$ cat src/rtl/nyq_frame_collector_pkg.sv
// Shared NYQ receive-side definitions: default widths, collector FSM state type
// and the slot-offset helper for flat frame vectors.
package nyq_pkg;

  localparam int unsigned NYQ_CNT_W    = 3;
  localparam int unsigned NYQ_SAMPLE_W = 12;

  typedef enum logic {
    ST_IDLE,
    ST_COLLECT
  } nyq_state_e;

  function automatic int unsigned nyq_slot_lsb(input int unsigned slot,
                                               input int unsigned sample_w);
    return slot * sample_w;
  endfunction

endpackage

$ cat src/rtl/nyq_frame_collector_outreg.sv
// Single-entry valid/ready output register for completed NYQ frames; decides
// load vs. drop on completion and pulses Overflow_SO when a frame is dropped.
module nyq_frame_outreg #(
  parameter int unsigned FRAME_W = 96
) (
  input  logic               Clk_CI,
  input  logic               Rst_RI,
  input  logic               Load_SI,
  input  logic [FRAME_W-1:0] Frame_DI,
  output logic [FRAME_W-1:0] Frame_DO,
  output logic               FrameValid_SO,
  input  logic               FrameReady_SI,
  output logic               Overflow_SO
);

  logic accept;

  assign accept = FrameValid_SO && FrameReady_SI;

  always_ff @(posedge Clk_CI or posedge Rst_RI) begin
    if (Rst_RI) begin
      Frame_DO      <= '0;
      FrameValid_SO <= 1'b0;
      Overflow_SO   <= 1'b0;
    end else begin
      Overflow_SO <= 1'b0;
      if (Load_SI) begin
        // A frame leaving on this same edge frees the slot for the new one.
        if (!FrameValid_SO || accept) begin
          Frame_DO      <= Frame_DI;
          FrameValid_SO <= 1'b1;
        end else begin
          Overflow_SO <= 1'b1;
        end
      end else if (accept) begin
        FrameValid_SO <= 1'b0;
      end
    end
  end

endmodule

$ cat src/rtl/nyq_frame_collector.sv
// Collects one sample per NYQ phase slot (PH_MAX down to 0) into a frame and
// hands it to nyq_frame_outreg. Optional phase checking: NYQ_PHASE_CHECK_EN.
module nyq_frame_collector
  import nyq_pkg::*;
#(
  parameter  int unsigned SAMPLE_W  = NYQ_SAMPLE_W,
  parameter  int unsigned CNT_W     = NYQ_CNT_W,
  localparam int unsigned NUM_SLOTS = 2 ** CNT_W
) (
  input  logic                          Clk_CI,
  input  logic                          Rst_RI,
  input  logic [CNT_W-1:0]              Phase_DI,
  input  logic [SAMPLE_W-1:0]           Sample_DI,
  input  logic                          SampleValid_SI,
  output logic [NUM_SLOTS*SAMPLE_W-1:0] Frame_DO,
  output logic                          FrameValid_SO,
  input  logic                          FrameReady_SI,
  output logic                          Overflow_SO,
  output logic                          PhaseErr_SO,
  output logic                          Busy_SO
);

  localparam logic [CNT_W-1:0] PH_MAX  = '1;
  localparam int unsigned      FRAME_W = NUM_SLOTS * SAMPLE_W;

  nyq_state_e                               state_q;
  logic [NUM_SLOTS-1:0][SAMPLE_W-1:0]       asm_q;
  logic [NUM_SLOTS-1:0][SAMPLE_W-1:0]       asm_done;
  logic                                     done;

  // The phase-0 sample is merged combinationally so the frame loads on its edge.
  always_comb begin
    asm_done    = asm_q;
    asm_done[0] = Sample_DI;
  end

  assign Busy_SO = (state_q == ST_COLLECT);

`ifdef NYQ_PHASE_CHECK_EN
  logic [CNT_W-1:0] exp_q;
  logic             phase_err_q;

  assign done = SampleValid_SI && (state_q == ST_COLLECT) &&
                (Phase_DI == exp_q) && (Phase_DI == '0);

  always_ff @(posedge Clk_CI or posedge Rst_RI) begin
    if (Rst_RI) begin
      state_q     <= ST_IDLE;
      asm_q       <= '0;
      exp_q       <= '0;
      phase_err_q <= 1'b0;
    end else begin
      phase_err_q <= 1'b0;
      if (SampleValid_SI) begin
        case (state_q)
          ST_IDLE: begin
            if (Phase_DI == PH_MAX) begin
              asm_q[Phase_DI] <= Sample_DI;
              exp_q           <= PH_MAX - CNT_W'(1);
              state_q         <= ST_COLLECT;
            end
          end
          ST_COLLECT: begin
            if (Phase_DI == exp_q) begin
              asm_q[Phase_DI] <= Sample_DI;
              exp_q           <= Phase_DI - CNT_W'(1);
              if (Phase_DI == '0) state_q <= ST_IDLE;
            end else begin
              // Broken sequence: a fresh PH_MAX restarts in place, anything else resyncs via IDLE.
              phase_err_q <= 1'b1;
              if (Phase_DI == PH_MAX) begin
                asm_q[Phase_DI] <= Sample_DI;
                exp_q           <= PH_MAX - CNT_W'(1);
              end else begin
                state_q <= ST_IDLE;
              end
            end
          end
          default: state_q <= ST_IDLE;
        endcase
      end
    end
  end

  assign PhaseErr_SO = phase_err_q;
`else
  assign done = SampleValid_SI && (state_q == ST_COLLECT) && (Phase_DI == '0);

  always_ff @(posedge Clk_CI or posedge Rst_RI) begin
    if (Rst_RI) begin
      state_q <= ST_IDLE;
      asm_q   <= '0;
    end else if (SampleValid_SI) begin
      case (state_q)
        ST_IDLE: begin
          if (Phase_DI == PH_MAX) begin
            asm_q[Phase_DI] <= Sample_DI;
            state_q         <= ST_COLLECT;
          end
        end
        ST_COLLECT: begin
          asm_q[Phase_DI] <= Sample_DI;
          if (Phase_DI == '0) state_q <= ST_IDLE;
        end
        default: state_q <= ST_IDLE;
      endcase
    end
  end

  assign PhaseErr_SO = 1'b0;
`endif

  nyq_frame_outreg #(
    .FRAME_W (FRAME_W)
  ) i_outreg (
    .Clk_CI        (Clk_CI),
    .Rst_RI        (Rst_RI),
    .Load_SI       (done),
    .Frame_DI      (asm_done),
    .Frame_DO      (Frame_DO),
    .FrameValid_SO (FrameValid_SO),
    .FrameReady_SI (FrameReady_SI),
    .Overflow_SO   (Overflow_SO)
  );

endmodule
$ cat config.mk
export PLATFORM = sky130hd
export DESIGN_NAME = nyq_frame_collector
export DESIGN_NICKNAME = d
export VERILOG_FILES = /design/src/rtl/nyq_frame_collector_pkg.sv /design/src/rtl/nyq_frame_collector_outreg.sv /design/src/rtl/nyq_frame_collector.sv
export SDC_FILE = /design/constraint.sdc
export NUM_CORES = 1
export LEC_CHECK = 0
export CAP_MARGIN = 20
export CORE_AREA = 4 4 121 123
export DETAILED_ROUTE_END_ITERATION = 12
export DIE_AREA = 0 0 125 127
export GPL_TIMING_DRIVEN = 1
export HOLD_SLACK_MARGIN = 0.02
export PLACE_DENSITY = 0.78
export SLEW_MARGIN = 20
export SYNTH_ARGS = -nofsm -noshare
export SYNTH_HDL_FRONTEND = slang
export SYNTH_SLANG_ARGS = --single-unit
$ cat constraint.sdc
create_clock -name Clk_CI -period 8.2 [get_ports Clk_CI]
set_input_delay 1.64 -clock Clk_CI [delete_from_list [all_inputs] [get_ports Clk_CI]]
set_output_delay 1.64 -clock Clk_CI [all_outputs]
set_load 0.05 [all_outputs]
==> summary.txt <==
status -> complete, no violations
TritonRoute pass-1 iters -> 4
# DRC -> 0
Mapped Area -> 7030 sq um
nets -> 546
worst hold slack -> 0.496 ns
Antenna Nets Post-Route -> 0
number of global-route vias before repair -> 4,001
largest net degree at the start of global routing -> 108
PortBufs -> 117
Req. time, crit path -> 8.51 ns
Bufs on Longest Clock Path -> 2
Ports -> 119
Die ar. -> 15,900 sq um
switch share -> 27.8%
Clk pwr share -> 34.4%
core area -> 13,700 sq um
Starting DRT DRC Count -> 175
Root Driver -> clkbuf_16
Cell variety after synth -> 17
Post CTS Setup Buffer Count -> 0
final hold violations -> 0
Mapped Cells -> 405
Die X -> 125 um
CTS tree -> built
Pwr Density -> 259 nW/um^2
critical path fanouts, max -> 53
drt via density -> 5.20
Static Leak -> 4.37 nW
CP Class -> in -> reg
sequential share of the synthesized area -> 65.2%
combinational share of power -> 18.4%
Avg Inst Size Synth -> 17.4 sq um
Rel. slew slack -> 25.8%
Setup violations, final -> 0
Worst-Margin Slew -> 1.11 ns
Site Rows -> 43
fmax -> 257 MHz
Final Max Tran Viols -> 0
CTS Sinks -> 183
worst hold path type -> reg -> reg
maximum vdd ir drop -> 0.176 mV
depth of the CTS H-tree -> 4
Synth async-reset ratio -> 100%
initial antenna violation count -> 0
GPL Wtd Cong -> 0.790
dpl ws -> 3.88 ns
Vias -> 3,745
Post-CTS Resized -> 0
Tmin final -> 3.89 ns
die span in y -> 127 um
aggregate global-route resource usage -> 18.4%
CP Launch Type -> primary input
share of power burned in registers -> 47.2%
Main synth FF type -> dfrtp_1
setup ws final -> 4.31 ns
RSZ-0062 raised after global routing -> no
CTS buffer count -> 17
dpl hpwl -> 9110 um
routed wire length -> 14,100 um
Ant. Diodes -> 0
area grow syn2layout -> 26.9%
NetSw -> 0.641 mW
Final Power -> 2.31 mW
Period Utilization, post-route -> 47.4%
number of synthesized flops with an enable pin -> 0
post-synthesis register bit count -> 183
hold buffer count at CTS -> 0
layout cell share with drive strength beyond 1 -> 40.7%
Final TNS setup -> 0 ns
Yosys warnings -> 0
max-cap check violation count -> 0
most frequent cells in the layout -> dfrtp_1, mux2_2, clkdlybuf4s50_1
critical path arrival -> 4.20 ns
synthesized net count -> 424
global-route wire length before repair -> 22,300 um
clk_lat worst skew -> 0.43 ns
crit end category -> flop
grt ovf -> 0
Clock Skews -> 0.00620 ns
register clock-pin slew on the reported worst setup and hold paths -> 0.07 ns
most common library cell in the layout ignoring fill and taps -> dfrtp_1
Pint -> 1.67 mW
Starting Density -> 51.4%
wire length per cell -> 19.6 um
==> cell families (layout without fill, tap and decap cells) <==
logic type             count (synthesis)  in the layout  share of synthesized area (%)
buffers and inverters                 19            154                           1.82
multiplexers                         180            180                           31.0
AO/OA/AOI/OAI                          2              2                          0.160
other                                  1              1                         0.0534
AND/OR/NAND/NOR                       20             20                           1.83
flip-flops                           183            183                           65.2
==> power groups by stage <==
stage | Sequential [mW] | Clock [mW] | Combinational [mW]
after floorplan | 1.24 | 0 | 0.141
after global placement | 1.10 | 0 | 0.420
after detailed placement | 1.11 | 0 | 0.428
after CTS | 1.09 | 0.809 | 0.430
after global routing | 1.10 | 0.843 | 0.447
final | 1.09 | 0.795 | 0.425
==> Yosys cell counts (2+ instances only) <==
| cell type | n | area (sq um) |
|---|---|---|
| buf_2 | 12 | 60.1 |
| mux2_2 | 140 | 1580 |
| nor2_1 | 8 | 30.0 |
| nand2b_1 | 5 | 31.3 |
| dfrtp_1 | 183 | 4580 |
| nand2_1 | 2 | 7.51 |
| buf_6 | 5 | 56.3 |
| nand3b_4 | 2 | 40.0 |
| mux2_4 | 40 | 601 |
==> per-stage QoR <==
step,utilization (%),area (sq um),instances
2_1_floorplan,-,7030,405
3_3_place_gp,61.0,8340,688
3_5_place_dp,61.0,8340,688
4_1_cts,65.3,8920,720
5_1_grt,65.3,8920,720
6_report,65.3,8920,720
==> area by class of cell <==
class | count | area (sq um)
clock buffer | 19 | 453
multi-input combinational | 203 | 2320
inverter | 1 | 8.76
timing repair buffer | 121 | 1200
fill | 968 | 4750
clock inverter | 13 | 129
tap | 180 | 225
sequential | 183 | 4580
==> sequential cells by signal, indices dropped and copies added, names as in the netlist <==
signal	cells
Busy_SO	1
i_outreg.Overflow_SO	1
i_outreg.FrameValid_SO	1
asm_done	84
i_outreg.Frame_DO	96
==> path summary, 6_finish.rpt <==
kind                                          to  cells after the start  slack [ns]         start
setup / recovery           i_outreg.Frame_DO[78]                      5        4.31   Phase_DI[0]
hold / removal             i_outreg.Frame_DO[14]                      1        0.50  asm_done[14]
setup reg to reg           i_outreg.Frame_DO[78]                      4        5.67       Busy_SO
hold reg to reg            i_outreg.Frame_DO[14]                      1        0.50  asm_done[14]
max in group asynchronous           asm_done[94]                      3        4.92        Rst_RI
min in group asynchronous  i_outreg.Frame_DO[87]                      2        1.73        Rst_RI
==> critical path, cell delays in order <==
cell and delay [ns]:
clkdlybuf4s50_1 0.54, nand3b_4 0.18, nand3b_4 0.65, buf_4 0.72
mux2_2 0.40
==> routing by layer <==
layer | vias up | GRT usage (%) | wire [um]
met2 | 96 | 28.8 | 6660
met4 | 0 | 7.78 | 335
met3 | 23 | 4.89 | 633
met1 | 1958 | 24.7 | 6460
li1 | 1668 | - | -
met5 | - | 0 | 0
Power figures use the tool's default switching activity.
